[config.mk]
export PLATFORM = sky130hd
export DESIGN_NAME = if_fetch_stage
export DESIGN_NICKNAME = d
export VERILOG_FILES = /design/src/rtl/if_fetch_stage.sv
export SDC_FILE = /design/constraint.sdc
export NUM_CORES = 1
export LEC_CHECK = 0
export ABC_CLOCK_PERIOD_IN_PS = 4000
export CORE_UTILIZATION = 46
export CTS_CLUSTER_SIZE = 20
export DETAILED_ROUTE_END_ITERATION = 10
export PLACE_DENSITY = 0.74
export SETUP_SLACK_MARGIN = 0.4
export SKIP_CTS_REPAIR_TIMING = 1
export SLEW_MARGIN = 10
export SYNTH_ARGS = -nofsm -noshare
export SYNTH_HDL_FRONTEND = slang
export SYNTH_SLANG_ARGS = --single-unit
[constraint.sdc]
create_clock -name clk_i -period 4 [get_ports clk_i]
set_input_delay 0.8 -clock clk_i [delete_from_list [all_inputs] [get_ports clk_i]]
set_output_delay 0.8 -clock clk_i [all_outputs]
set_load 0.005 [all_outputs]
[src/rtl/if_fetch_stage.sv]
// if_fetch_stage: instruction fetch stage sitting between instruction memory and decode.
//
// It keeps the fetch PC, which starts at BOOT_ADDRESS. It issues one word request at a time
// over a req/gnt/rvalid interface. Returned words go into a small FIFO, and decode reads them
// through a valid/ready handshake. A redirect flushes every buffered word and drops any response
// that is still in flight.
//
// Ports:
//   clk_i, rst_i            clock, synchronous active-high reset
//   instr_req_o/addr_o      memory request and its word-aligned address
//   instr_gnt_i             request accepted this cycle
//   instr_rvalid_i/rdata_i  read response
//   redirect_i/addr_i       PC redirect strobe and target
//   instr_valid_o/ready_i   handshake towards decode
//   instr_o, instr_pc_o     FIFO head word and its PC (zero while invalid)
//   busy_o                  request outstanding or FIFO non-empty
//
// Optional feature: define IF_FETCH_PERF_CNT_EN to add the saturating counters perf_fetched_o
// (FIFO pushes) and perf_stall_o (cycles where decode is ready but nothing is valid).
module if_fetch_stage #(
  parameter int unsigned                 INSTR_ADDR_WIDTH = 32,
  parameter int unsigned                 INSTR_WORD_WIDTH = 32,
  parameter logic [INSTR_ADDR_WIDTH-1:0] BOOT_ADDRESS     = '0,
  parameter int unsigned                 FIFO_DEPTH       = 2
) (
  input  logic                        clk_i,
  input  logic                        rst_i,
  output logic                        instr_req_o,
  output logic [INSTR_ADDR_WIDTH-1:0] instr_addr_o,
  input  logic                        instr_gnt_i,
  input  logic                        instr_rvalid_i,
  input  logic [INSTR_WORD_WIDTH-1:0] instr_rdata_i,
  input  logic                        redirect_i,
  input  logic [INSTR_ADDR_WIDTH-1:0] redirect_addr_i,
  output logic                        instr_valid_o,
  output logic [INSTR_WORD_WIDTH-1:0] instr_o,
  output logic [INSTR_ADDR_WIDTH-1:0] instr_pc_o,
  input  logic                        instr_ready_i,
  output logic                        busy_o
`ifdef IF_FETCH_PERF_CNT_EN
  ,
  output logic [31:0]                 perf_fetched_o,
  output logic [31:0]                 perf_stall_o
`endif
);

  localparam int unsigned   PtrW     = $clog2(FIFO_DEPTH);
  localparam logic [PtrW:0] DepthCnt = (PtrW + 1)'(FIFO_DEPTH);

  typedef enum logic [1:0] {StIdle, StReq, StWait} state_e;

  state_e                      r_state, w_state_nxt;
  logic [INSTR_ADDR_WIDTH-1:0] r_fetch_pc, w_fetch_pc_nxt;
  logic [INSTR_ADDR_WIDTH-1:0] r_req_pc, w_req_pc_nxt;
  logic                        r_drop, w_drop_nxt;

  logic [INSTR_WORD_WIDTH-1:0] r_fifo_instr [FIFO_DEPTH];
  logic [INSTR_ADDR_WIDTH-1:0] r_fifo_pc    [FIFO_DEPTH];
  logic [PtrW-1:0]             r_wptr, r_rptr;
  logic [PtrW:0]               r_count, w_count_nxt;

  logic                        w_push, w_pop, w_slot_free;
  logic [INSTR_ADDR_WIDTH-1:0] w_redirect_pc;
  logic                        w_unused_addr_bits;

  assign w_redirect_pc      = {redirect_addr_i[INSTR_ADDR_WIDTH-1:2], 2'b00};
  assign w_unused_addr_bits = ^redirect_addr_i[1:0];

  assign w_pop  = (r_count != '0) && instr_ready_i;
  // The response that arrives with a redirect belongs to the old path, so it is discarded.
  assign w_push = (r_state == StWait) && instr_rvalid_i && !r_drop && !redirect_i;

  always_comb begin
    w_count_nxt = r_count + (PtrW + 1)'(w_push) - (PtrW + 1)'(w_pop);
    if (redirect_i) begin
      w_count_nxt = '0;
    end
  end

  // The slot check uses the post-update occupancy, so a pop in the same cycle frees a slot.
  assign w_slot_free = w_count_nxt < DepthCnt;

  always_comb begin
    w_state_nxt    = r_state;
    w_fetch_pc_nxt = r_fetch_pc;
    w_req_pc_nxt   = r_req_pc;
    w_drop_nxt     = r_drop;
    case (r_state)
      StIdle: begin
        if (w_slot_free && !redirect_i) begin
          w_state_nxt = StReq;
        end
      end
      StReq: begin
        if (instr_gnt_i) begin
          w_req_pc_nxt   = r_fetch_pc;
          w_fetch_pc_nxt = r_fetch_pc + INSTR_ADDR_WIDTH'(4);
          w_state_nxt    = StWait;
          w_drop_nxt     = redirect_i;
        end
      end
      StWait: begin
        if (instr_rvalid_i) begin
          w_drop_nxt  = 1'b0;
          w_state_nxt = w_slot_free ? StReq : StIdle;
        end else if (redirect_i) begin
          w_drop_nxt = 1'b1;
        end
      end
      default: w_state_nxt = StIdle;
    endcase
    // A request in StReq that is not granted is simply reissued at the new PC.
    if (redirect_i) begin
      w_fetch_pc_nxt = w_redirect_pc;
    end
  end

  always_ff @(posedge clk_i) begin
    if (rst_i) begin
      r_state    <= StIdle;
      r_fetch_pc <= BOOT_ADDRESS;
      r_req_pc   <= '0;
      r_drop     <= 1'b0;
      r_wptr     <= '0;
      r_rptr     <= '0;
      r_count    <= '0;
    end else begin
      r_state    <= w_state_nxt;
      r_fetch_pc <= w_fetch_pc_nxt;
      r_req_pc   <= w_req_pc_nxt;
      r_drop     <= w_drop_nxt;
      r_count    <= w_count_nxt;
      if (redirect_i) begin
        r_wptr <= '0;
        r_rptr <= '0;
      end else begin
        if (w_push) r_wptr <= r_wptr + PtrW'(1);
        if (w_pop)  r_rptr <= r_rptr + PtrW'(1);
      end
    end
  end

  // Storage needs no reset: entries are only observed through a non-zero count.
  always_ff @(posedge clk_i) begin
    if (w_push) begin
      r_fifo_instr[r_wptr] <= instr_rdata_i;
      r_fifo_pc[r_wptr]    <= r_req_pc;
    end
  end

  assign instr_valid_o = (r_count != '0);
  assign instr_o       = instr_valid_o ? r_fifo_instr[r_rptr] : '0;
  assign instr_pc_o    = instr_valid_o ? r_fifo_pc[r_rptr] : '0;
  assign instr_req_o   = (r_state == StReq);
  assign instr_addr_o  = instr_req_o ? r_fetch_pc : '0;
  assign busy_o        = (r_state == StWait) || instr_valid_o;

`ifdef IF_FETCH_PERF_CNT_EN
  logic [31:0] r_perf_fetched, r_perf_stall;

  always_ff @(posedge clk_i) begin
    if (rst_i) begin
      r_perf_fetched <= '0;
      r_perf_stall   <= '0;
    end else begin
      if (w_push && (r_perf_fetched != '1)) begin
        r_perf_fetched <= r_perf_fetched + 32'd1;
      end
      if (instr_ready_i && !instr_valid_o && (r_perf_stall != '1)) begin
        r_perf_stall <= r_perf_stall + 32'd1;
      end
    end
  end

  assign perf_fetched_o = r_perf_fetched;
  assign perf_stall_o   = r_perf_stall;
`endif

endmodule

## Word-level counts from Yosys, hierarchy flattened

Memories as Yosys holds them, arrays and structs flattened. A register that Yosys moved wholly into a read port is not among the register bits.
Index checks and enable logic that the tools add are counted.

| storage, ports and cells | value |
|---|---|
| register bits | 71 |
| latch bits | 0 |
| RAM bits | 128 |
| bits in read-only memories | 0 |
| input port bits | 70 |
| output and inout port bits | 99 |
| logic and storage cells | 62 |
| memories kept | 2 |

Memory list:

| name | words | bits a word | read ports | clocked after Yosys merged registers in | wr ports | line | source |
|---|---|---|---|---|---|---|---|
| r_fifo_instr | 2 | 32 | 1 | 1 | 1 | 57 | `logic [INSTR_WORD_WIDTH-1:0] r_fifo_instr [FIFO_DEPTH];` |
| r_fifo_pc | 2 | 32 | 1 | 1 | 1 | 58 | `logic [INSTR_ADDR_WIDTH-1:0] r_fifo_pc [FIFO_DEPTH];` |

| operators by class | value |
|---|---|
| add/subtract/negate cells | 5 |
| multipliers | 0 |
| divide/modulo/power cells | 0 |
| order comparisons | 1 |
| equality and inequality tests | 6 |
| shifts and indexed selects | 0 |
| muxes and demuxes | 22 |
| bitwise gates (word level) | 0 |
| reductions and logical operators | 18 |

Operators with widths:

| kind | count |
|---|---|
| $mux W32 | 6 |
| $add A32 B3 Y32 const B | 1 |
| $mux W1 | 10 |
| $mux W2 | 4 |
| $reduce_bool A2 Y1 | 4 |
| $pmux W2 S3 | 1 |
| $reduce_and A3 Y1 | 2 |
| $logic_and A1 B1 Y1 | 5 |
| $ne A2 B2 Y1 const B | 2 |
| $reduce_and A2 Y1 | 2 |
| $ne A3 B3 Y1 const B | 1 |
| $add A1 B1 Y1 const B | 2 |
| $add A2 B1 Y2 | 1 |
| $eq A2 B1 Y1 const B | 1 |
| $eq A2 B2 Y1 const B | 1 |
| $logic_not A1 Y1 | 2 |
| $logic_not A2 Y1 | 1 |
| $lt A2 B2 Y1 const B | 1 |
| $ne A2 B1 Y1 const B | 1 |
| $pmux W1 S2 | 1 |
| $reduce_or A2 Y1 | 1 |
| $sub A2 B1 Y2 | 1 |
| $logic_or A1 B1 Y1 | 1 |

## Depth between registers and ports, before layout

| depth | value |
|---|---|
| word-level depth | 11 |
| depth in mapped cells | 10 |
| depth with buffers taken out | 10 |

## Least setup slack after synthesis

Ideal clock, no wire load.

| timing path | value |
|---|---|
| kind | in2reg |
| start | input redirect_i |
| end | memory r_fifo_instr[0][0], enable pin |
| library setup time | 482 ps |
| arrival | 3,858 ps |
| data required time | 3,518 ps |
| setup slack | -340 ps |
| stages on the path | 4 |
| buffers on the path | 1 |
| path through | clkbuf_1 -> nor2_1 -> nand3_1 -> nor2_1 |

| on the way | value |
|---|---|
| cells in the longest elaborated chain, start to end | 4 |

Ends and longest elaborated chain:

| what | line | source |
|---|---|---|
| start: declaration | 33 | `input logic redirect_i,` |
| $logic_not A1 Y1 | 71 | `assign w_push = (r_state == StWait) && instr_rvalid_i && !r_drop && !redirect_i;` |
| $logic_and A1 B1 Y1 | 71 |  |
| $mux W1 | 145 | `if (w_push) begin` |
| $mux W1 (not written as such) | 146 | `r_fifo_instr[r_wptr] <= instr_rdata_i;` |
| end: declaration | 57 |  |

Every way passes these cells.

## Worst setup path after layout

| timing path | value |
|---|---|
| start | register r_state[0] |
| end | output instr_addr_o[27] |

| on the way | value |
|---|---|
| cells in the longest elaborated chain, start to end | 2 |

Ends and longest elaborated chain:

| what | line | source |
|---|---|---|
| start: declaration | 52 | `state_e r_state, w_state_nxt;` |
| start signal: assignment | 120 | `r_state <= StIdle;` |
| start signal: assignment | 128 | `r_state <= w_state_nxt;` |
| $eq A2 B1 Y1 | 154 | `assign instr_req_o = (r_state == StReq);` |
| $mux W32 | 155 | `assign instr_addr_o = instr_req_o ? r_fetch_pc : '0;` |
| end: declaration | 29 | `output logic [INSTR_ADDR_WIDTH-1:0] instr_addr_o,` |

Every way passes these cells.

==> reports/results.ini <==
[outcome]
status = finished clean

[sta]
clock_skew_ps = 7.40
fin_crit_sh_pct = 82.8
tns_ps = 0
worst_slew_pin_slew_ps = 937
setup_viol = 0
hold_viol = 0
rsz0062_at_grt = no
slew_headroom_pct = 37.5
period_needed_ps = 3310
fmax_ghz = 0.302
slew_violations = 0

[finish]
final_cell_area_sq_mm = 0.0105
fin_util_pct = 60.6
drive_gt1_share_pct = 5.56
fin_nets = 925
synthToLayoutAreaGrowth_pct = 29.3
diodes = 0

[clock_tree]
cts_tree = yes
cts.htree.levels = 4
ctsRootBufferMaster = clkbuf_16
numCtsBuffers = 17
cts_sinks = 192
clk_latency_ps = 420
cts_buffer_depth = 2
path_clk_slew_ps = 60

[power]
ir_worst_vdd_uv = 305
power.leakage_nw = 3.29
finalPower_mw = 3.94
power_density_mw_per_mm2 = 377

[critical_path]
r2r_slack_ps = 1470
worst_setup_path_end_kind = primary output
cp_max_fo = 22
worst_ep_arrival_time_ps = 2510
crit_path_start_kind = flip-flop
crit_type = flip-flop to primary output
crit_required_ps = 3200

[synthesis]
synth_area_sq_mm = 0.00809
synthFlopType = edfxtp_1
yosys.cell_types.count = 45
synth_cells = 706
async_flop_share_pct = 0
syn_avg_cell_area_sq_um = 11.5
ys_seq_elements = 192
ys_seq_area_share_pct = 62.9
ys_warn_count = 0
synth-edff-count = 124

[drt]
remaining_drc_errors = 0
via_per_inst = 5.30
drt_first_pass_iters = 5
drt_iter0_drc = 294
totalWireLength_um = 17900
routedWlPerCell_um = 16.4
final_antenna_net_count = 0
dr_total_vias = 5773

[floorplan]
row_count = 48
core_area_sq_mm = 0.0172
die_y_um = 135
start_util_pct = 46.9
ios = 169
die_w_um = 135
die_area_sq_mm = 0.0181

[global_route]
grt_pass1_vias = 5424
grt_usage_pct = 20.4
grt_max_degree = 51
antenna_found_initial = 0
gr-total-overflow = 0
grt_pass1_wl_um = 28400

[place]
io_buffers = 162
dp_hpwl_um = 11900
dpl_cell_area_sq_mm = 0.00993
gp_congestion = 0.817

[job]
max_cap_violations = 0

[hold_path]
hold_class = flip-flop to flip-flop

## routing by layer
layer  part of all wire [%]  vias up  track usage [%]
met5                      0        -                0
met4                    1.3        0             8.24
met3                    5.3       16             3.34
met2                     49      197             34.1
met1                     44     2710             26.6
li1                       -     2850                -
## cells in the final DEF (no fill, tap or decap), drive strengths merged, types with 2 or more instances in the layout
| cell | n |
|---|---|
| clkdlybuf4s50 | 161 |
| nor3 | 6 |
| or4 | 10 |
| or3 | 2 |
| clkinvlp | 5 |
| inv | 15 |
| o21ai | 5 |
| a211oi | 10 |
| nand4b | 2 |
| nand3 | 12 |
| clkinv | 5 |
| xor2 | 5 |
| o31ai | 10 |
| o41a | 2 |
| a311oi | 16 |
| nand4 | 11 |
| nor4 | 8 |
| a21oi | 37 |
| nor3b | 3 |
| nand2b | 2 |
| xnor2 | 6 |
| nor2b | 6 |
| and2 | 33 |
| edfxtp | 124 |
| ha | 3 |
| dfxtp | 68 |
| nor2 | 99 |
| buf | 14 |
| mux2i | 62 |
| and4 | 8 |
| a2111oi | 5 |
| clkbuf | 18 |
| nand2 | 77 |
| and3 | 2 |
| conb | 4 |
## where the power goes
| part | leakage [nW] | switching, mW | internal [mW] | total (mW) |
|---|---|---|---|---|
| Combinational | 1.45 | 0.117 | 0.136 | 0.253 |
| Clock | 0.240 | 0.707 | 0.790 | 1.50 |
| Sequential | 1.61 | 0.0505 | 2.14 | 2.19 |
## layout make-up
type,count,area [sq um]
flip-flops and latches,192,5090
fillers,1377,6790
clock buffers,18,429
repair buffers,175,1740
well taps,225,282
multi-input cells,454,2780
clock inverters,13,90.1
inverters,12,45.0
## synth_stat cells (2+ instances only)
cell type  number  share of area, %
o31ai_1        10              0.93
nand2_1        77               3.6
or3_1           2              0.15
and2_1         32               2.5
ha_1            3              0.46
buf_2           4              0.25
and3_1          2              0.15
dfxtp_1        68                17
nor2_1         99               4.6
xor2_1          5              0.54
mux2i_1        62               7.7
nor3_1          6              0.37
a2111oi_0       5              0.54
o41a_1          2              0.28
nand2b_1        2              0.15
nand3_1        12              0.74
a21oi_1        37               2.3
nand4_1        11              0.85
edfxtp_1      124                46
nor4_1          7              0.54
inv_1          12              0.56
buf_4           4              0.37
o21ai_0         5              0.31
nor2b_1         6              0.46
nor3b_1         3              0.28
xnor2_1         6              0.65
a211oi_1       10              0.93
clkbuf_1       41               1.9
buf_1           2             0.093
and4_1          8              0.87
a311oi_1       16               1.7
or4_1          10              0.93
## worst max-delay path, stage by stage (launching register included)
cell             delay, ps
dfxtp_1                460
nor2b_1                550
buf_4                  350
and2_1                 210
clkdlybuf4s50_1        510
## cells by family after synthesis
family	share of synthesized area (%)
simple gates	17.1
flops	62.9
compound gates	7.43
buf+inv	3.17
mux	7.68
xor+xnor	1.19
fa+ha+maj	0.464
other cells	0.0464
## path summary, 6_finish.rpt
check	cells after the start	from	endpoint
min	0	r_req_pc[26]$_SDFFE_PP0P_	r_fifo_pc[0][26]$_DFFE_PP_
max reg2reg	9	r_state[1]$_SDFFE_PP0P_	r_state[0]$_SDFFE_PP0P_
min reg2reg	0	r_req_pc[26]$_SDFFE_PP0P_	r_fifo_pc[0][26]$_DFFE_PP_
max	4	r_state[0]$_SDFFE_PP0P_	instr_addr_o[27]
## sequential cells by signal, indices dropped and copies added (netlist names), named ones only
name,flops
r_count,2
r_fifo_pc,60
r_fetch_pc,30
r_drop,1
r_req_pc,30
r_state,2
r_fifo_instr,64
r_wptr,1
r_rptr,1
## per-stage QoR
stage	hold WS, ps	setup WS (ps)	instances
final	450	687	1089
after global routing	454	569	1089
after CTS	452	660	1089
after detailed placement	439	865	1058
after global placement	432	950	1058
after floorplan	425	-340	709
Power figures use the tool's default switching activity.
